==> config.mk <==
export PLATFORM = sky130hd
export DESIGN_NAME = mem_access_wb
export DESIGN_NICKNAME = d
export VERILOG_FILES = /design/src/rtl/mem_access_wb.sv
export SDC_FILE = /design/constraint.sdc
export NUM_CORES = 1
export LEC_CHECK = 0
export CORE_MARGIN = 10
export CORE_UTILIZATION = 28
export CTS_BUF_LIST = sky130_fd_sc_hd__clkbuf_8 sky130_fd_sc_hd__clkbuf_16
export CTS_CLUSTER_DIAMETER = 200
export DETAILED_ROUTE_END_ITERATION = 8
export PLACE_DENSITY = 0.57
export REMOVE_ABC_BUFFERS = 1
export SLEW_MARGIN = 10
export SYNTH_ARGS = -nofsm -noshare
export SYNTH_HDL_FRONTEND = slang
export SYNTH_SLANG_ARGS = --single-unit
==> constraint.sdc <==
create_clock -name CLK -period 2.4 [get_ports CLK]
set_input_delay 0.72 -clock CLK [delete_from_list [all_inputs] [get_ports CLK]]
set_output_delay 0.72 -clock CLK [all_outputs]
set_load 0.005 [all_outputs]
==> src/rtl/mem_access_wb.sv <==
// Memory-access / write-back pipeline stage: issues byte/half/word loads and stores over a
// req/ack port, stalls upstream while an access is outstanding, and registers the RF write.
module mem_access_wb (
    input  logic        CLK,
    input  logic        RST,
    input  logic        InValid,
    input  logic [1:0]  RegDstIn,
    input  logic        RegWrIn,
    input  logic [1:0]  DigitIn,
    input  logic        DataWrIn,
    input  logic        immresIn,
    input  logic [1:0]  cmpIn,
    input  logic [4:0]  RdIn,
    input  logic [31:0] AluIn,
    input  logic [31:0] ImmIn,
    input  logic [31:0] PC4In,
    input  logic [31:0] StoreIn,
    input  logic        MemAck,
    input  logic [31:0] MemRData,
    output logic        MemReq,
    output logic        MemWe,
    output logic [31:0] MemAddr,
    output logic [31:0] MemWData,
    output logic [3:0]  MemBe,
    output logic        Stall,
    output logic        WbValid,
    output logic        WbWe,
    output logic [4:0]  WbRd,
    output logic [31:0] WbData,
    output logic        Misalign
);
    // Handshake: MemReq rises with the request and stays high, with address/data/strobes
    // stable, until an edge samples MemAck=1; that edge retires the access.
    typedef enum logic {IDLE = 1'b0, WAIT = 1'b1} state_t;

    state_t      state_q;
    logic        mem_req_q, mem_we_q, wb_valid_q, wb_we_q, misalign_q;
    logic [31:0] mem_addr_q, mem_wdata_q, wb_data_q;
    logic [3:0]  mem_be_q;
    logic [4:0]  wb_rd_q, rd_q;
    logic [1:0]  digit_q, lane_q;
    logic        regwr_q, store_q;

    logic        is_store, is_load, is_access, misalign_d;
    logic [3:0]  mem_be_d;
    logic [31:0] mem_wdata_d, wb_data_d, load_data_d;
    logic [15:0] half_v;
    logic [7:0]  byte_v;

    always_comb begin
        is_store  = DataWrIn;
        is_load   = ~DataWrIn & ~immresIn & (RegDstIn == 2'b01);
        is_access = is_load | is_store;
        misalign_d = ((DigitIn == 2'b01) & AluIn[0]) |
                     ((DigitIn == 2'b00) & (AluIn[1:0] != 2'b00));

        mem_be_d    = 4'b0001 << AluIn[1:0];
        mem_wdata_d = {4{StoreIn[7:0]}};
        if (DigitIn == 2'b00) begin
            mem_be_d    = 4'b1111;
            mem_wdata_d = StoreIn;
        end else if (DigitIn == 2'b01) begin
            mem_be_d    = AluIn[1] ? 4'b1100 : 4'b0011;
            mem_wdata_d = {2{StoreIn[15:0]}};
        end

        if (immresIn) begin
            wb_data_d = ImmIn;
        end else begin
            case (RegDstIn)
                2'b00:   wb_data_d = AluIn;
                2'b10:   wb_data_d = PC4In;
                2'b11:   wb_data_d = {31'b0, cmpIn == 2'b01};
                default: wb_data_d = AluIn;
            endcase
        end

        // Lane selection uses the byte offset captured when the request was issued.
        half_v = lane_q[1] ? MemRData[31:16] : MemRData[15:0];
        byte_v = MemRData[{lane_q, 3'b000} +: 8];
        case (digit_q)
            2'b00:   load_data_d = MemRData;
            2'b01:   load_data_d = {{16{half_v[15]}}, half_v};
            2'b10:   load_data_d = {{24{byte_v[7]}}, byte_v};
            default: load_data_d = {24'b0, byte_v};
        endcase
    end

    always_ff @(negedge CLK) begin
        if (RST) begin
            state_q     <= IDLE;
            mem_req_q   <= 1'b0;
            mem_we_q    <= 1'b0;
            mem_addr_q  <= '0;
            mem_wdata_q <= '0;
            mem_be_q    <= '0;
            wb_valid_q  <= 1'b0;
            wb_we_q     <= 1'b0;
            wb_rd_q     <= '0;
            wb_data_q   <= '0;
            misalign_q  <= 1'b0;
            rd_q        <= '0;
            digit_q     <= '0;
            lane_q      <= '0;
            regwr_q     <= 1'b0;
            store_q     <= 1'b0;
        end else begin
            wb_valid_q <= 1'b0;
            wb_we_q    <= 1'b0;
            misalign_q <= 1'b0;
            case (state_q)
                IDLE: begin
                    if (InValid) begin
                        if (!is_access) begin
                            wb_valid_q <= 1'b1;
                            wb_we_q    <= RegWrIn;
                            wb_rd_q    <= RdIn;
                            wb_data_q  <= wb_data_d;
                        end else if (misalign_d) begin
                            wb_valid_q <= 1'b1;
                            misalign_q <= 1'b1;
                        end else begin
                            digit_q     <= DigitIn;
                            lane_q      <= AluIn[1:0];
                            rd_q        <= RdIn;
                            regwr_q     <= RegWrIn;
                            store_q     <= is_store;
                            mem_req_q   <= 1'b1;
                            mem_we_q    <= is_store;
                            mem_addr_q  <= {AluIn[31:2], 2'b00};
                            mem_be_q    <= mem_be_d;
                            mem_wdata_q <= mem_wdata_d;
                            state_q     <= WAIT;
                        end
                    end
                end
                WAIT: begin
                    if (MemAck) begin
                        mem_req_q  <= 1'b0;
                        mem_we_q   <= 1'b0;
                        mem_be_q   <= 4'b0000;
                        wb_valid_q <= 1'b1;
                        state_q    <= IDLE;
                        if (!store_q) begin
                            wb_we_q   <= regwr_q;
                            wb_rd_q   <= rd_q;
                            wb_data_q <= load_data_d;
                        end
                    end
                end
                default: state_q <= IDLE;
            endcase
        end
    end

    assign MemReq   = mem_req_q;
    assign MemWe    = mem_we_q;
    assign MemAddr  = mem_addr_q;
    assign MemWData = mem_wdata_q;
    assign MemBe    = mem_be_q;
    assign Stall    = (state_q == WAIT);
    assign WbValid  = wb_valid_q;
    assign WbWe     = wb_we_q;
    assign WbRd     = wb_rd_q;
    assign WbData   = wb_data_q;
    assign Misalign = misalign_q;
endmodule

Word-level counts from Yosys, hierarchy flattened
Index checks and enable logic that the tools add are counted.

word-level totals
  bits of input ports = 178
  output and inout bits = 111
  memories kept = 0
  bits in writable memories = 0
  ROM bits = 0
  latch bits = 0
  logic and storage cells = 98
  bits in registers = 120

cells by class
  reductions and logical operators = 7
  order comparisons = 0
  equal/unequal tests = 13
  muxes and demuxes = 48
  shift-type cells = 2
  multipliers = 0
  div/mod/pow operators = 0
  add/subtract/negate cells = 0
  bitwise logic cells = 12

operator list
  operator             count
  $mux 32              7
  $pmux 32 s2          2
  $pmux 32 s3          1
  $shiftx 32x6->8      1
  $mux 4               7
  $mux 5               4
  $mux 1               19
  $mux 16              1
  $ne 2x2->1 const B   6
  $reduce_and 4->1     3
  $pmux 1 s2           5
  $pmux 5 s2           1
  $eq 2x1->1 const B   4
  $pmux 4 s2           1
  $eq 2x2->1 const B   3
  $not 1->1            6
  $and 1x1->1          4
  $logic_not 2->1      2
  $reduce_or 4->1      1
  $shl 1x2->4 const A  1
  $or 1x1->1           2
  $reduce_bool 2->1    1

Longest topological paths before layout
Gate-level depths: netlist of run 1.

  depth after elaboration = 7
  gate-level depth with buffers = 7
  depth with buffers taken out = 4

==> results of run 1 <==
==> state kept, by name, summed over array words and instances, names as in the netlist <==
name	count
rd_q	5
store_q	1
MemWe	1
WbData	32
Stall	1
MemAddr	30
lane_q	2
WbRd	5
digit_q	2
MemBe	4
regwr_q	1
MemReq	1
Misalign	1
WbWe	1
WbValid	1
MemWData	32
==> power groups by stage <==
stage	sequential, mW	combinational [mW]	clock [mW]
5_1_grt	2.28	2.34	4.13
2_1_floorplan	2.25	0.479	0.305
3_5_place_dp	2.24	1.54	0.305
6_report	2.27	2.22	3.78
3_3_place_gp	2.23	1.54	0.305
4_1_cts	2.25	2.03	3.83
==> layout make-up <==
cell class              instances  area (um^2)  area share
inverters                      34          128     0.00910
multi-input cells             580         4580       0.327
flip-flops and latches        120         2540       0.181
diodes                          4         10.0    0.000714
clock buffers                  17          425      0.0303
repair buffers                470         5310       0.378
well taps                     285          357      0.0254
clock inverters               134          676      0.0482
==> worst register-to-register path, cell delays in order, from the launching register on <==
cell and delay, ns:
dfxtp_2 0.34, buf_4 0.51, nand2b_1 0.31, o32ai_4 0.12, buf_6 0.15, buf_8 0.13, buf_8 0.14, buf_16 0.14
a311oi_2 0.23
==> stage by stage <==
step                      total power, mW  hold WS (ns)  TNS, ns  instance area, um^2   util
final                                8.26         0.453   -95.82                14000  0.618
after global routing                 8.74         0.466  -103.98                14000  0.617
after CTS                            8.12         0.446   -96.35                13200  0.582
after detailed placement             4.08         0.441  -186.77                10400  0.458
after global placement               4.07         0.437  -183.86                10400  0.458
after floorplan                      3.04         0.442  -274.61                 6090      -
==> placed cells by master, fill, tap and decap left out, drive strengths merged, types with 25 or more instances in the layout <==
cell type | synthesis | final
buf | 35 | 301
inv | 35 | 160
clkdlybuf4s50 | 0 | 158
a21oi | 136 | 136
dfxtp | 120 | 120
o21ai | 100 | 100
nand3 | 63 | 63
nor2 | 37 | 37
nand2 | 29 | 29
mux2i | 28 | 28
a311oi | 25 | 25
==> routing by layer <==
| metal | vias up | GRT usage | wire, um |
|---|---|---|---|
| met5 | - | 0 | 16 |
| met4 | 4 | 0.111 | 866 |
| met3 | 77 | 0.108 | 3750 |
| met2 | 420 | 0.393 | 18500 |
| met1 | 4324 | 0.264 | 14600 |
| li1 | 4104 | - | - |
==> logic make-up (layout without fill, tap and decap cells) <==
family,count (synthesis),count (layout),synth area share
AO/OA/AOI/OAI,362,364,0.354
buffers and inverters,125,655,0.0837
flip-flops,120,120,0.370
multiplexers,29,29,0.0466
other,1,6,0.000577
AND/OR/NAND/NOR,185,185,0.146
==> repair_timing <==
item	CTS	global route
setup endpoints to repair	229	229
resized for setup	863	181
gates cloned	26	2
setup buffers	42	24
pin swaps	70	68
==> worst max path at each step <==
stage,endpoint,startpoint,slack [ns],cells past startpoint
floorplan,MemBe[3],AluIn[1],-2.82,4
global placement,WbData[11],MemRData[23],-1.33,5
detailed placement,WbData[11],MemRData[15],-1.34,5
CTS,WbData[15],RegDstIn[0],-0.52,10
global route,MemAddr[14],RegDstIn[1],-0.59,10
finish,WbData[11],RegDstIn[1],-0.52,9
==> impl_metrics.csv, run 1 <==
group,metric,value,unit
run_status,status,"finished, violations left",
run_status,violations,"setup timing",
routing,firstDrtPassIters,7,
cells_and_area,drive_above_1_share,0.466,
worst_setup_path,r2r_start,"Stall",
power,combPwrFrac,0.268,
worst_setup_path,path_class,"input pin to flip-flop",
yosys,yosysMostFrequentCell,"a21oi_1",
worst_setup_path,cp.buffers_inverters,6,
routing,wl_per_cell,22.9,um
clock_network,cts_tree,"built",
min_path,hold_class,"flip-flop to flip-flop",
clock_network,clockBufferDepth,2,
worst_setup_path,cp_common_cell,"buf_8",
min_path,hold_depth,2,
worst_setup_path,worstReg2RegEnd,"WbData[11]",
worst_setup_path,reg2reg_depth,8,
power,vdd_drop_max,0.382,mV
power,internal_power,5.60,mW
sta,fin_skew,0.0254,ns
power,seq_power_share,0.274,
floorplan,dieHeight,172,um
yosys,synthCells,822,
floorplan,core-area,22700,um^2
clock_network,path_clk_slew,0.04,ns
yosys,synth-async-reset-ratio,0,
yosys,synth_edf_count,0,
yosys,yosys-top-cells-count,"a21oi_1, dfxtp_1, o21ai_0",
sta,rsz0062_at_grt,"true",
sta,fin_ws,-0.515,ns
sta,finalHoldViolCount,0,
yosys,synth.cell_area,6500,um^2
floorplan,initial_core_util,0.286,
power,power_switching,2.66,mW
routing,route.detailed.drc,0,
worst_setup_path,worstSetupStartpointType,"input pin",
yosys,yosysWarnings,0,
min_path,min_to,"WbData[4]",
floorplan,num_rows,55,
yosys,netlist-cell-type-count,51,
clock_network,clkLatencyLatePin,0.46,ns
global_route,grt_pass1_wl,54200,um
yosys,ys_seq_area_frac,0.370,
sta,maxSlewViolCount,0,
clock_network,hold_buffers,0,
placement,gp_congestion,0.823,
placement,hpwl,22800,um
placement,dp.cells,1409,
routing,ant_nets,0,
yosys,ys_ff_latch,120,
yosys,synth_top_area_share,0.370,
routing,viasPerCell,5.43,
worst_setup_path,required,1.55,ns
worst_setup_path,slowest_delay,0.23,ns
flow_run,maxCapViolCount,0,
routing,routed-via-count,8929,
worst_setup_path,end_kind,"flip-flop",
routing,drt_iter0_drc,567,
placement,io_buffers,286,
power,switching_share,0.322,
yosys,synth_area_leader_cell,"dfxtp_1",
cells_and_area,layout.cells.non_filler,1644,
worst_setup_path,cp_max_fo,6,
sta,worst_pin_slew,1.05,ns
worst_setup_path,r2r_slack,0.22,ns
global_route,grt_antenna_before_repair,5,
placement,post-place-ws,-1.34,ns
floorplan,die_area,29700,um^2
cells_and_area,syn2layout_area_growth,116,%
routing,routed_wl,37700,um
worst_setup_path,path_cells,"buf_8, nor3b_4, buf_4, o32ai_4, buf_6, buf_8, buf_8, buf_16, a311oi_2",
power,p_leak,5.95,nW
cells_and_area,nets,1521,
global_route,track_usage,0.241,
power,power_density,589,nW/um^2
clock_network,cts-root-buf,"clkbuf_16",
yosys,synth.avg_cell_area,7.91,um^2
sta,max_slew_margin,0.296,
clock_network,cts_buffers,17,
clock_network,htree_num_levels,4,
global_route,grt_start_max_net_pins,47,
sta,setup_viol,229,
clock_network,numClockSinks,120,
worst_setup_path,cp_top_family,"buffers and inverters",
worst_setup_path,cp.arrival,2.06,ns
global_route,grt-ovfl-total,0,
floorplan,io_pins,289,
yosys,yosys-top-cells-area,"dfxtp_1, a21oi_1, o21ai_0, nand3_1, mux2i_1",
power,p_clk_frac,0.457,
cells_and_area,fill_cells,1882,
global_route,grt_pass1_vias,9324,
min_path,hold_start,"WbData[4]",
worst_setup_path,cpMaxStageDelayCell,"a311oi_2",
yosys,synth_ff_type,"dfxtp_1",
floorplan,die-width,172,um
No activity file was read; power rests on OpenSTA's default activity.
==> run 2, diff against run 1 <==
CORE_UTILIZATION = 43   (was 28)
MAX_ROUTING_LAYER = met4   (was unset)
PLACE_DENSITY = 0.82   (was 0.57)
==> impl_metrics.csv, run 2 <==
group,metric,value,unit
yosys,yosysWarnings,0,
global_route,grt_antenna_before_repair,6,
placement,io_buffers,286,
yosys,synth_edf_count,0,
run_status,error,"[ERROR GRT-0232] Routing congestion too high. Check the congestion heatmap in the GUI.",
run_status,haltStage,"global routing",
yosys,synth_area_leader_cell,"dfxtp_1",
floorplan,initial_core_util,0.442,
global_route,grt_start_max_net_pins,47,
yosys,ys_seq_area_frac,0.370,
yosys,yosys-top-cells-count,"a21oi_1, dfxtp_1, o21ai_0",
yosys,synth-async-reset-ratio,0,
sta,worst-ep-kind,"register data pin",
clock_network,cts-root-buf,"clkbuf_16",
yosys,synth_top_area_share,0.370,
floorplan,num_rows,44,
global_route,track_usage,0.635,
floorplan,dieHeight,143,um
placement,dp.cells,1289,
clock_network,numClockSinks,120,
yosys,synth.cell_area,6500,um^2
clock_network,clockBufferDepth,2,
clock_network,htree_num_levels,4,
global_route,grt-ovfl-total,10,
run_status,status,"stopped before the end",
floorplan,die-width,143,um
placement,post-place-ws,-1.35,ns
yosys,ys_ff_latch,120,
sta,grt_worst_setup_endpoint,"WbData[16]$_SDFFE_NP0P_/D",
yosys,yosysMostFrequentCell,"a21oi_1",
placement,gp_congestion,0.920,
yosys,synthCells,822,
yosys,netlist-cell-type-count,51,
yosys,synth.avg_cell_area,7.91,um^2
clock_network,cts_buffers,17,
floorplan,io_pins,289,
placement,hpwl,21300,um
yosys,yosys-top-cells-area,"dfxtp_1, a21oi_1, o21ai_0, nand3_1, mux2i_1",
yosys,synth_ff_type,"dfxtp_1",
run 2: logic make-up after synthesis:
logic type,share of synthesized area
and+or+nand+nor,0.146
buffers and inverters,0.0837
other,0.000577
muxes,0.0466
AOI/OAI and AO/OA,0.354
DFF,0.370
run 2: layer usage:
layer | global-route usage | GRT overflow
met5 | - | -
met4 | 0.607 | 5
met3 | 0.507 | 0
met1 | 0.586 | 0
met2 | 0.802 | 5
run 2: what timing repair did:
action	CTS
hold buffers	0
resized for setup	805
pin swaps	74
endpoints found under the hold margin	0
cloned	17
setup endpoints to repair	229
setup buffers	33
run 2: per-stage QoR:
| stage | hold WS, ns | instance area [um^2] | TNS (ns) |
|---|---|---|---|
| CTS | 0.445 | 12400 | -90.06 |
| detailed placement | 0.441 | 10100 | -186.00 |
| global placement | 0.436 | 10100 | -181.08 |
| floorplan | 0.442 | 6090 | -274.61 |
==> run 3, diff against run 2 <==
CORE_UTILIZATION = 35   (was 43)
CTS_BUF_LIST = unset   (was sky130_fd_sc_hd__clkbuf_8 sky130_fd_sc_hd__clkbuf_16)
CTS_CLUSTER_DIAMETER = unset   (was 200)
MAX_ROUTING_LAYER = unset   (was met4)
PLACE_DENSITY = unset   (was 0.82)
PLACE_DENSITY_LB_ADDON = 0.15   (was unset)
==> impl_metrics.csv, run 3 (synthesis gave the netlist of run 1 again) <==
group,metric,value,unit
worst_setup_path,r2r_start,"Stall",
routing,firstDrtPassIters,9,
clock_network,cts-root-buf,"clkbuf_16",
clock_network,numClockSinks,120,
clock_network,htree_num_levels,4,
run_status,status,"finished, violations left",
sta,fin_ws,-0.540,ns
worst_setup_path,cp.arrival,2.05,ns
global_route,use_met3,0.120,
power,p_leak,5.75,nW
routing,routed-via-count,8896,
cells_and_area,final_common_cell,"clkdlybuf4s50_1",
power,finalPower,8.02,mW
worst_setup_path,r2r_slack,0.15,ns
worst_setup_path,required,1.51,ns
power,vdd_drop_max,0.531,mV
cells_and_area,syn2layout_area_growth,110,%
global_route,track_usage,0.265,
worst_setup_path,cp.buffers_inverters,1,
floorplan,die-width,156,um
sta,fin_skew,0.0197,ns
routing,drt_iter0_drc,601,
worst_setup_path,worstReg2RegEnd,"WbData[12]",
worst_setup_path,reg2reg_depth,5,
floorplan,die_area,24400,um^2
global_route,grt_start_max_net_pins,47,
floorplan,core-area,18100,um^2
worst_setup_path,path_class,"input pin to flip-flop",
sta,maxSlewViolCount,0,
global_route,met2_usage,0.451,
worst_setup_path,end_kind,"flip-flop",
min_path,min_to,"MemWData[6]",
global_route,grt_pass1_wl,50700,um
cells_and_area,fill_cells,1283,
global_route,grt_pass1_vias,9291,
clock_network,path_clk_slew,0.03,ns
clock_network,clkLatencyLatePin,0.46,ns
min_path,hold_class,"flip-flop to flip-flop",
sta,finalHoldViolCount,0,
cells_and_area,final_area,13600,um^2
routing,wl_per_cell,22.3,um
sta,setup_viol,229,
floorplan,dieHeight,156,um
placement,place_area,10400,um^2
min_path,hold_depth,2,
global_route,grt_antenna_before_repair,4,
global_route,busiest_layer,"met2",
routing,route.detailed.drc,0,
sta,max_slew_margin,0.337,
clock_network,clockBufferDepth,2,
worst_setup_path,path_cells,"buf_6, mux4_2, and2_4, o21ai_1, a311oi_2",
routing,viasPerCell,5.67,
routing,ant_nets,0,
floorplan,initial_core_util,0.358,
sta,worst_pin_slew,0.990,ns
flow_run,maxCapViolCount,0,
min_path,hold_start,"MemWData[6]",
global_route,grt-ovfl-total,0,
worst_setup_path,slowest_delay,0.62,ns
worst_setup_path,cpMaxStageDelayCell,"mux4_2",
worst_setup_path,cp_top_family,"multiplexers",
sta,rsz0062_at_grt,"true",
floorplan,io_pins,289,
worst_setup_path,worstSetupStartpointType,"input pin",
cells_and_area,drive_above_1_share,0.446,
routing,routed_wl,35000,um
placement,gp_congestion,0.847,
cells_and_area,nets,1504,
placement,hpwl,21600,um
placement,io_buffers,286,
power,power_density,589,nW/um^2
global_route,met1_usage,0.270,
clock_network,cts_tree,"built",
floorplan,num_rows,49,
clock_network,cts_buffers,17,
worst_setup_path,cp_max_fo,7,
run_status,violations,"setup timing",
clock_network,hold_buffers,0,
cells_and_area,final_cell_mix,"clkdlybuf4s50_1, inv_1, buf_6, dfxtp_2, buf_4",
==> run 3: cell type report <==
class | count | area, um^2 | share of cell area
sequential | 120 | 2530 | 0.186
inverter | 34 | 131 | 0.00964
clock buffer | 17 | 425 | 0.0312
timing repair buffer | 453 | 5010 | 0.368
clock inverter | 134 | 652 | 0.0478
antenna | 3 | 7.51 | 0.000551
tap | 229 | 287 | 0.0210
multi-input combinational | 580 | 4590 | 0.336
==> run 3: where the power goes <==
part	internal (mW)	total, mW	switching, mW
Combinational	1.15	2.08	0.934
Clock	2.09	3.68	1.59
Sequential	2.16	2.26	0.101
Total	5.40	8.02	2.62
==> run 3: per-stage QoR <==
step / TNS [ns] / cells / hold WS, ns / worst slack (ns) / utilization
finish: -87.60 / 1570 / 0.461 / -0.540 / 0.751
global route: -93.92 / 1569 / 0.475 / -0.532 / 0.751
CTS: -91.18 / 1563 / 0.450 / -0.478 / 0.713
detailed placement: -190.14 / 1356 / 0.442 / -1.38 / 0.573
global placement: -186.43 / 1356 / 0.434 / -1.36 / 0.573
floorplan: -274.61 / 733 / 0.442 / -2.82 / -
==> run 3: metal layers <==
layer  routed length [um]  part of all wire  vias up
met5                   20           0.00057        -
met1                12700              0.36     4281
li1                     -                 -     4055
met4                 1170             0.033        2
met3                 3770              0.11       86
met2                17400              0.50      472
==> run 3: worst max-delay path by stage <==
stage	from	end	depth (start not counted)
2_1_floorplan	AluIn[1]	MemBe[3]	4
3_3_place_gp	MemRData[15]	WbData[9]	5
3_5_place_dp	MemRData[15]	WbData[9]	5
4_1_cts	Stall	Stall	1
5_1_grt	MemRData[31]	WbData[12]	5
6_report	MemRData[31]	WbData[12]	5
==> run 3: what timing repair did <==
| item | in CTS | in global routing |
|---|---|---|
| pin swaps | 82 | 77 |
| buffers inserted | 39 | 15 |
| resized for setup | 812 | 201 |
| endpoints found under the setup margin | 229 | 229 |
| gates cloned | 20 | 2 |
==> run 3: worst reg2reg max path, stage by stage, from the launching register on <==
cell	delay, ns
dfxtp_2	0.35
buf_4	0.54
a21boi_2	0.43
buf_4	0.37
o21ai_1	0.19
a311oi_2	0.26
